`src/rtl/counter_cmd_arbiter.sv`:
```
// Round-robin arbiter that runs load/up/down/read commands on a shared up/down counter.
// Optional build macro CTR_ARB_SAT_EN adds sat_o and stops counting at 0 / all-ones.
module counter_cmd_arbiter #(
  parameter int NREQ  = 4,
  parameter int WIDTH = 4,
  parameter int IDW   = 2
) (
  input  logic                  clk,
  input  logic                  rst,
  // Request handshake: req_i[i] is a level that the requester holds, with its op/arg
  // stable, until it sees gnt_o[i]; gnt_o is a one-cycle acceptance pulse.
  input  logic [NREQ-1:0]       req_i,
  input  logic [2*NREQ-1:0]     req_op_i,
  input  logic [WIDTH*NREQ-1:0] req_arg_i,
  output logic [NREQ-1:0]       gnt_o,
  output logic                  busy_o,
  output logic                  done_o,
  output logic [IDW-1:0]        done_id_o,
  output logic [WIDTH-1:0]      done_val_o,
  output logic                  ctr_ld_o,
  output logic [WIDTH-1:0]      ctr_ld_val_o,
  output logic                  ctr_dir_o,
  output logic                  ctr_en_o,
  input  logic [WIDTH-1:0]      ctr_out_i,
`ifdef CTR_ARB_SAT_EN
  output logic                  sat_o,
`endif
  output logic [1:0]            dbg_state_o
);

  typedef enum logic [1:0] {IDLE = 2'd0, EXEC = 2'd1, DONE = 2'd2} state_e;

  localparam logic [1:0] OP_LOAD = 2'b00;
  localparam logic [1:0] OP_UP   = 2'b01;
  localparam logic [1:0] OP_DOWN = 2'b10;

  state_e           state_q, state_d;
  logic [IDW-1:0]   id_q;
  logic [IDW-1:0]   last_q;
  logic [1:0]       op_q;
  logic [WIDTH-1:0] rem_q;
  logic             first_q;
  logic [WIDTH-1:0] ld_val_q;
  logic             dir_q;
  logic [IDW-1:0]   done_id_q;
  logic [WIDTH-1:0] done_val_q;

  logic             win_vld, hi_vld;
  logic [IDW-1:0]   win_id, hi_id, lo_id;
  logic [1:0]       win_op;
  logic [WIDTH-1:0] win_arg;
  logic             is_step;
  logic             sat_hit;
  logic             step_en;

  // Lowest requester above last_q wins; otherwise the lowest overall (wrap-around).
  always_comb begin
    hi_vld  = 1'b0;
    hi_id   = '0;
    win_vld = 1'b0;
    lo_id   = '0;
    for (int i = 0; i < NREQ; i++) begin
      if (((req_i >> i) & NREQ'(1)) != '0) begin
        if (!hi_vld && (i > int'(last_q))) begin
          hi_vld = 1'b1;
          hi_id  = IDW'(i);
        end
        if (!win_vld) begin
          win_vld = 1'b1;
          lo_id   = IDW'(i);
        end
      end
    end
    win_id  = hi_vld ? hi_id : lo_id;
    win_op  = 2'(req_op_i >> (2 * win_id));
    win_arg = WIDTH'(req_arg_i >> (WIDTH * win_id));
  end

  assign is_step = (op_q == OP_UP) || (op_q == OP_DOWN);

`ifdef CTR_ARB_SAT_EN
  logic sat_q;
  assign sat_hit = (state_q == EXEC) && is_step && (rem_q != '0) &&
                   (((op_q == OP_UP) && (ctr_out_i == '1)) ||
                    ((op_q == OP_DOWN) && (ctr_out_i == '0)));
  assign sat_o = sat_q;
`else
  assign sat_hit = 1'b0;
`endif

  assign step_en = (state_q == EXEC) && is_step && (rem_q != '0) && !sat_hit;

  // State register
  always_ff @(posedge clk) begin
    if (!rst) state_q <= IDLE;
    else      state_q <= state_d;
  end

  // Next-state logic
  always_comb begin
    state_d = state_q;
    case (state_q)
      IDLE: if (win_vld) state_d = EXEC;
      EXEC: begin
        if (!is_step || (rem_q == '0) || sat_hit || (rem_q == WIDTH'(1)))
          state_d = DONE;
      end
      DONE:    state_d = IDLE;
      default: state_d = IDLE;
    endcase
  end

  // Output logic
  always_comb begin
    gnt_o        = '0;
    busy_o       = 1'b0;
    done_o       = 1'b0;
    ctr_ld_o     = 1'b0;
    ctr_en_o     = 1'b0;
    done_id_o    = done_id_q;
    done_val_o   = done_val_q;
    ctr_ld_val_o = ld_val_q;
    ctr_dir_o    = dir_q;
    dbg_state_o  = state_q;
    case (state_q)
      EXEC: begin
        busy_o   = 1'b1;
        gnt_o    = first_q ? (NREQ'(1) << id_q) : '0;
        ctr_ld_o = (op_q == OP_LOAD);
        ctr_en_o = step_en;
      end
      DONE: begin
        busy_o     = 1'b1;
        done_o     = 1'b1;
        done_id_o  = id_q;
        done_val_o = ctr_out_i;
      end
      default: ;
    endcase
  end

  // Command datapath; ld_val/dir only change when a command that drives them is accepted.
  always_ff @(posedge clk) begin
    if (!rst) begin
      id_q       <= '0;
      last_q     <= IDW'(NREQ - 1);
      op_q       <= '0;
      rem_q      <= '0;
      first_q    <= 1'b0;
      ld_val_q   <= '0;
      dir_q      <= 1'b0;
      done_id_q  <= '0;
      done_val_q <= '0;
`ifdef CTR_ARB_SAT_EN
      sat_q      <= 1'b0;
`endif
    end else begin
      case (state_q)
        IDLE: begin
          if (win_vld) begin
            id_q    <= win_id;
            op_q    <= win_op;
            rem_q   <= win_arg;
            first_q <= 1'b1;
            if (win_op == OP_LOAD) ld_val_q <= win_arg;
            if ((win_op == OP_UP) || (win_op == OP_DOWN)) dir_q <= (win_op == OP_UP);
`ifdef CTR_ARB_SAT_EN
            sat_q   <= 1'b0;
`endif
          end
        end
        EXEC: begin
          first_q <= 1'b0;
          if (step_en) rem_q <= rem_q - WIDTH'(1);
          if (sat_hit) begin
            rem_q <= '0;
`ifdef CTR_ARB_SAT_EN
            sat_q <= 1'b1;
`endif
          end
        end
        DONE: begin
          last_q     <= id_q;
          done_id_q  <= id_q;
          done_val_q <= ctr_out_i;
        end
        default: ;
      endcase
    end
  end

endmodule

```
`config.mk`:
```
export PLATFORM = sky130hd
export DESIGN_NAME = counter_cmd_arbiter
export DESIGN_NICKNAME = d
export VERILOG_FILES = /design/src/rtl/counter_cmd_arbiter.sv
export SDC_FILE = /design/constraint.sdc
export NUM_CORES = 1
export LEC_CHECK = 0
export ABC_AREA = 1
export CAP_MARGIN = 15
export CORE_UTILIZATION = 45
export DETAILED_ROUTE_END_ITERATION = 10
export GPL_ROUTABILITY_DRIVEN = 0
export PLACE_DENSITY = 0.8
export SETUP_SLACK_MARGIN = 0.3
export SYNTH_ARGS = -nofsm -noshare
export SYNTH_HDL_FRONTEND = slang
export SYNTH_SLANG_ARGS = --single-unit
```
`constraint.sdc`:
```
create_clock -name clk -period 2.04 [get_ports clk]
set_input_delay 0.306 -clock clk [delete_from_list [all_inputs] [get_ports clk]]
set_output_delay 0.306 -clock clk [all_outputs]
set_load 0.01 [all_outputs]
```
==> insert_results.sql <==
INSERT INTO impl_metrics (metric_group, metric, value, unit) VALUES
('floorplan', 'design.core.area', '3130', 'um^2'),
('synthesis', 'post_synth_main_area_contributors', 'sky130_fd_sc_hd__dfxtp_1, sky130_fd_sc_hd__nand2_1, sky130_fd_sc_hd__nand3_1', ''),
('sta', 'period_minus_slack', '1790', 'ps'),
('sta', 'tns', '0', 'ps'),
('grt', 'number_of_global_route_vias_before_repair', '1627', ''),
('grt', 'grt_antenna_before_repair', '0', ''),
('worst_setup_path', 'cp-start-kind', 'flip-flop', ''),
('clock_tree', 'tritoncts_clock_tree', 'yes', ''),
('synthesis', 'netlist_top_cells_count', 'sky130_fd_sc_hd__nand2_1, sky130_fd_sc_hd__inv_1, sky130_fd_sc_hd__nand3_1', ''),
('layout', 'layout-drive-gt1-share', '0.319', ''),
('pwr', 'power_density', '1270', 'nW/um^2'),
('sta', 'setup_viol', '0', ''),
('route', 'drt.antenna.violating_nets', '0', ''),
('pwr', 'leakage', '1.23', 'nW'),
('sta', 'final.period_utilization', '0.879', ''),
('floorplan', 'initial_utilization', '0.489', ''),
('synthesis', 'number_of_warnings_issued_by_yosys', '0', ''),
('synthesis', 'postSynthNetCount', '271', ''),
('route', 'detail_route.iter0.violations', '58', ''),
('clock_tree', 'root_buffer', 'sky130_fd_sc_hd__clkbuf_4', ''),
('worst_setup_path', 'critical_path.n_buffers_inverters', '3', ''),
('synthesis', 'synth_cells', '229', ''),
('clock_tree', 'htree_num_levels', '1', ''),
('sta', 'relSlewSlack', '0.746', ''),
('worst_setup_path', 'worst-setup-path-type', 'flip-flop to output pin', ''),
('synthesis', 'top_area_cell_type_share_of_the_netlist_area', '0.314', ''),
('sta', 'slew_violations', '0', ''),
('clock_tree', 'clkTransAtPathRegs', '130', 'ps'),
('worst_setup_path', 'worstPathCellList', 'inv_2, ha_4, inv_2, nand2_1, nand2_1, dlygate4sd2_1', ''),
('floorplan', 'standard_cell_rows', '20', ''),
('synthesis', 'synth_top_family_by_area', 'simple AND/OR/NAND/NOR gates', ''),
('route', 'drt_first_pass_iters', '4', ''),
('layout', 'nets', '350', ''),
('sta', 'hold_violations', '0', ''),
('status', 'run_status', 'complete, no violations', ''),
('floorplan', 'die_area', '3630', 'um^2'),
('grt', 'grt_overflow', '0', ''),
('route', 'wl_per_cell', '12.2', 'um'),
('synthesis', 'yosys-mux-area-fraction', '0', ''),
('worst_setup_path', 'timing.critical_path.to_type', 'output pin', ''),
('worst_setup_path', 'crit_family', 'buffers and inverters', ''),
('grt', 'grt_start_max_net_pins', '14', ''),
('layout', 'layout_utilization', '0.795', ''),
('synthesis', 'synth_compound_gate_area_share', '0.141', ''),
('worst_setup_path', 'timing.critical_path.slowest_cell_delay', '410', 'ps'),
('clock_tree', 'cts-buffers-inserted', '3', ''),
('synthesis', 'synth_area_per_cell', '6.68', 'um^2'),
('hold_path', 'holdCritPathClass', 'flip-flop to flip-flop', ''),
('clock_tree', 'clk_path_buf_depth', '2', ''),
('sta', 'skew', '1.28', 'ps'),
('clock_tree', 'clk-insertion-delay-late', '310', 'ps'),
('worst_setup_path', 'critical_path.max_fanout', '7', ''),
('synthesis', 'synth_flop_cell', 'sky130_fd_sc_hd__dfxtp_1', ''),
('grt', 'grt_util_all_layers', '0.244', ''),
('layout', 'antenna_cells', '0', ''),
('worst_setup_path', 'cp_data_arrival_time', '1490', 'ps'),
('floorplan', 'top_level_ports', '55', ''),
('grt', 'global_route_wire_length_before_repair', '6.66', 'mm'),
('layout', 'layout-area-overhead-vs-synth', '62.6', '%'),
('floorplan', 'die-width', '60.3', 'um'),
('pwr', 'peakVddDrop', '0.889', 'mV'),
('worst_setup_path', 'critical-path-slowest-cell', 'sky130_fd_sc_hd__dfxtp_2', ''),
('place', 'post_detail_place_hpwl', '3.09', 'mm'),
('synthesis', 'synth.most_common_cell', 'sky130_fd_sc_hd__nand2_1', ''),
('synthesis', 'post_synth_num_cell_types', '30', ''),
('synthesis', 'yosys_register_bits', '24', ''),
('synthesis', 'synth_enable_flop_cells', '0', ''),
('route', 'routed-via-count', '1767', ''),
('sta', 'unrepaired_setup_endpoints_after_global_routing', 'yes', ''),
('synthesis', 'netlist_area', '1530', 'um^2'),
('synthesis', 'synth-simple-area-share', '0.354', '');
-- registers in the layout (all words and copies together), names as in the netlist --
register	cells
ctr_ld_val_o	4
done_val_q	4
rem_q	4
dbg_state_o	2
done_id_q	2
id_q	2
last_q	2
op_q	2
ctr_dir_o	1
first_q	1
-- repair_timing --
item                                   CTS  global route
pin swaps                               17            10
setup buffers                            9             4
gates cloned                             0             0
setup endpoints to repair               19            21
endpoints found under the hold margin    0             0
gates resized for setup                 65            31
-- worst min-delay path, cell delays in order, from the launching register on --
cell                      delay (ps)
sky130_fd_sc_hd__dfxtp_1         320
sky130_fd_sc_hd__nand2_1          70
sky130_fd_sc_hd__a21oi_1          60
-- worst paths after layout --
kind,startpoint,to,slack (ps),depth (start not counted)
worst max-delay path,dbg_state_o[0],done_id_o[1],250,6
worst min-delay path,done_val_q[2],done_val_q[2],480,2
worst max register to register,last_q[0],ctr_ld_val_o[0],250,15
worst min register to register,done_val_q[2],done_val_q[2],480,2
-- logic make-up after synthesis --
logic type | after synthesis
compound gates | 37
buf+inv | 41
flops | 24
simple gates | 117
xor+xnor | 2
fa+ha+maj | 8
-- power by group --
group	switching [mW]	internal (mW)	total, mW
Clock	0.139	0.109	0.248
Sequential	0.125	0.642	0.767
Combinational	1.14	0.997	2.14
-- layer usage --
| metal | vias to the layer above | wire length (um) | GRT usage |
|---|---|---|---|
| met2 | 48 | 2240 | 0.469 |
| met1 | 817 | 1790 | 0.275 |
| met5 | - | 0 | 0 |
| li1 | 898 | - | - |
| met4 | 0 | 48 | 0.0565 |
| met3 | 4 | 194 | 0.0390 |
-- layout by cell type, fill, tap and decap left out, types with 2 or more instances in the layout --
cell / instances
sky130_fd_sc_hd__a21oi_1: 17
sky130_fd_sc_hd__a21oi_2: 3
sky130_fd_sc_hd__buf_12: 2
sky130_fd_sc_hd__buf_2: 5
sky130_fd_sc_hd__buf_4: 24
sky130_fd_sc_hd__clkbuf_2: 4
sky130_fd_sc_hd__clkbuf_4: 3
sky130_fd_sc_hd__clkdlybuf4s50_1: 36
sky130_fd_sc_hd__dfxtp_1: 17
sky130_fd_sc_hd__dfxtp_2: 6
sky130_fd_sc_hd__dlygate4sd2_1: 8
sky130_fd_sc_hd__ha_1: 4
sky130_fd_sc_hd__ha_4: 3
sky130_fd_sc_hd__inv_1: 22
sky130_fd_sc_hd__inv_2: 10
sky130_fd_sc_hd__inv_4: 2
sky130_fd_sc_hd__nand2_1: 55
sky130_fd_sc_hd__nand2_2: 11
sky130_fd_sc_hd__nand2_4: 5
sky130_fd_sc_hd__nand3_1: 23
sky130_fd_sc_hd__nand3_2: 6
sky130_fd_sc_hd__nand3b_1: 2
sky130_fd_sc_hd__nor2_1: 5
sky130_fd_sc_hd__nor2_2: 2
sky130_fd_sc_hd__nor4_4: 2
sky130_fd_sc_hd__o211ai_1: 2
sky130_fd_sc_hd__o21a_1: 4
sky130_fd_sc_hd__o21ai_0: 6
sky130_fd_sc_hd__o21ai_1: 2
sky130_fd_sc_hd__xor2_1: 2
-- final cells by class --
| class | instances | area [um^2] |
|---|---|---|
| Sequential cell | 24 | 492 |
| Clock buffer | 4 | 36.3 |
| Inverter | 34 | 133 |
| Fill cell | 219 | 642 |
| Tap cell | 44 | 55.1 |
| Timing Repair Buffer | 81 | 717 |
| Multi-Input combinational cell | 164 | 1050 |
-- stage by stage --
step / area [um^2] / std cells / worst slack, ps / total power, mW
after floorplan: 1550 / 229 / 270 / 1.82
after global placement: 2230 / 334 / -245 / 2.48
after detailed placement: 2230 / 334 / -336 / 2.53
after CTS: 2400 / 347 / 232 / 2.94
after global routing: 2490 / 351 / 149 / 3.39
final: 2490 / 351 / 247 / 3.16
(Power assumes the default switching activity.)
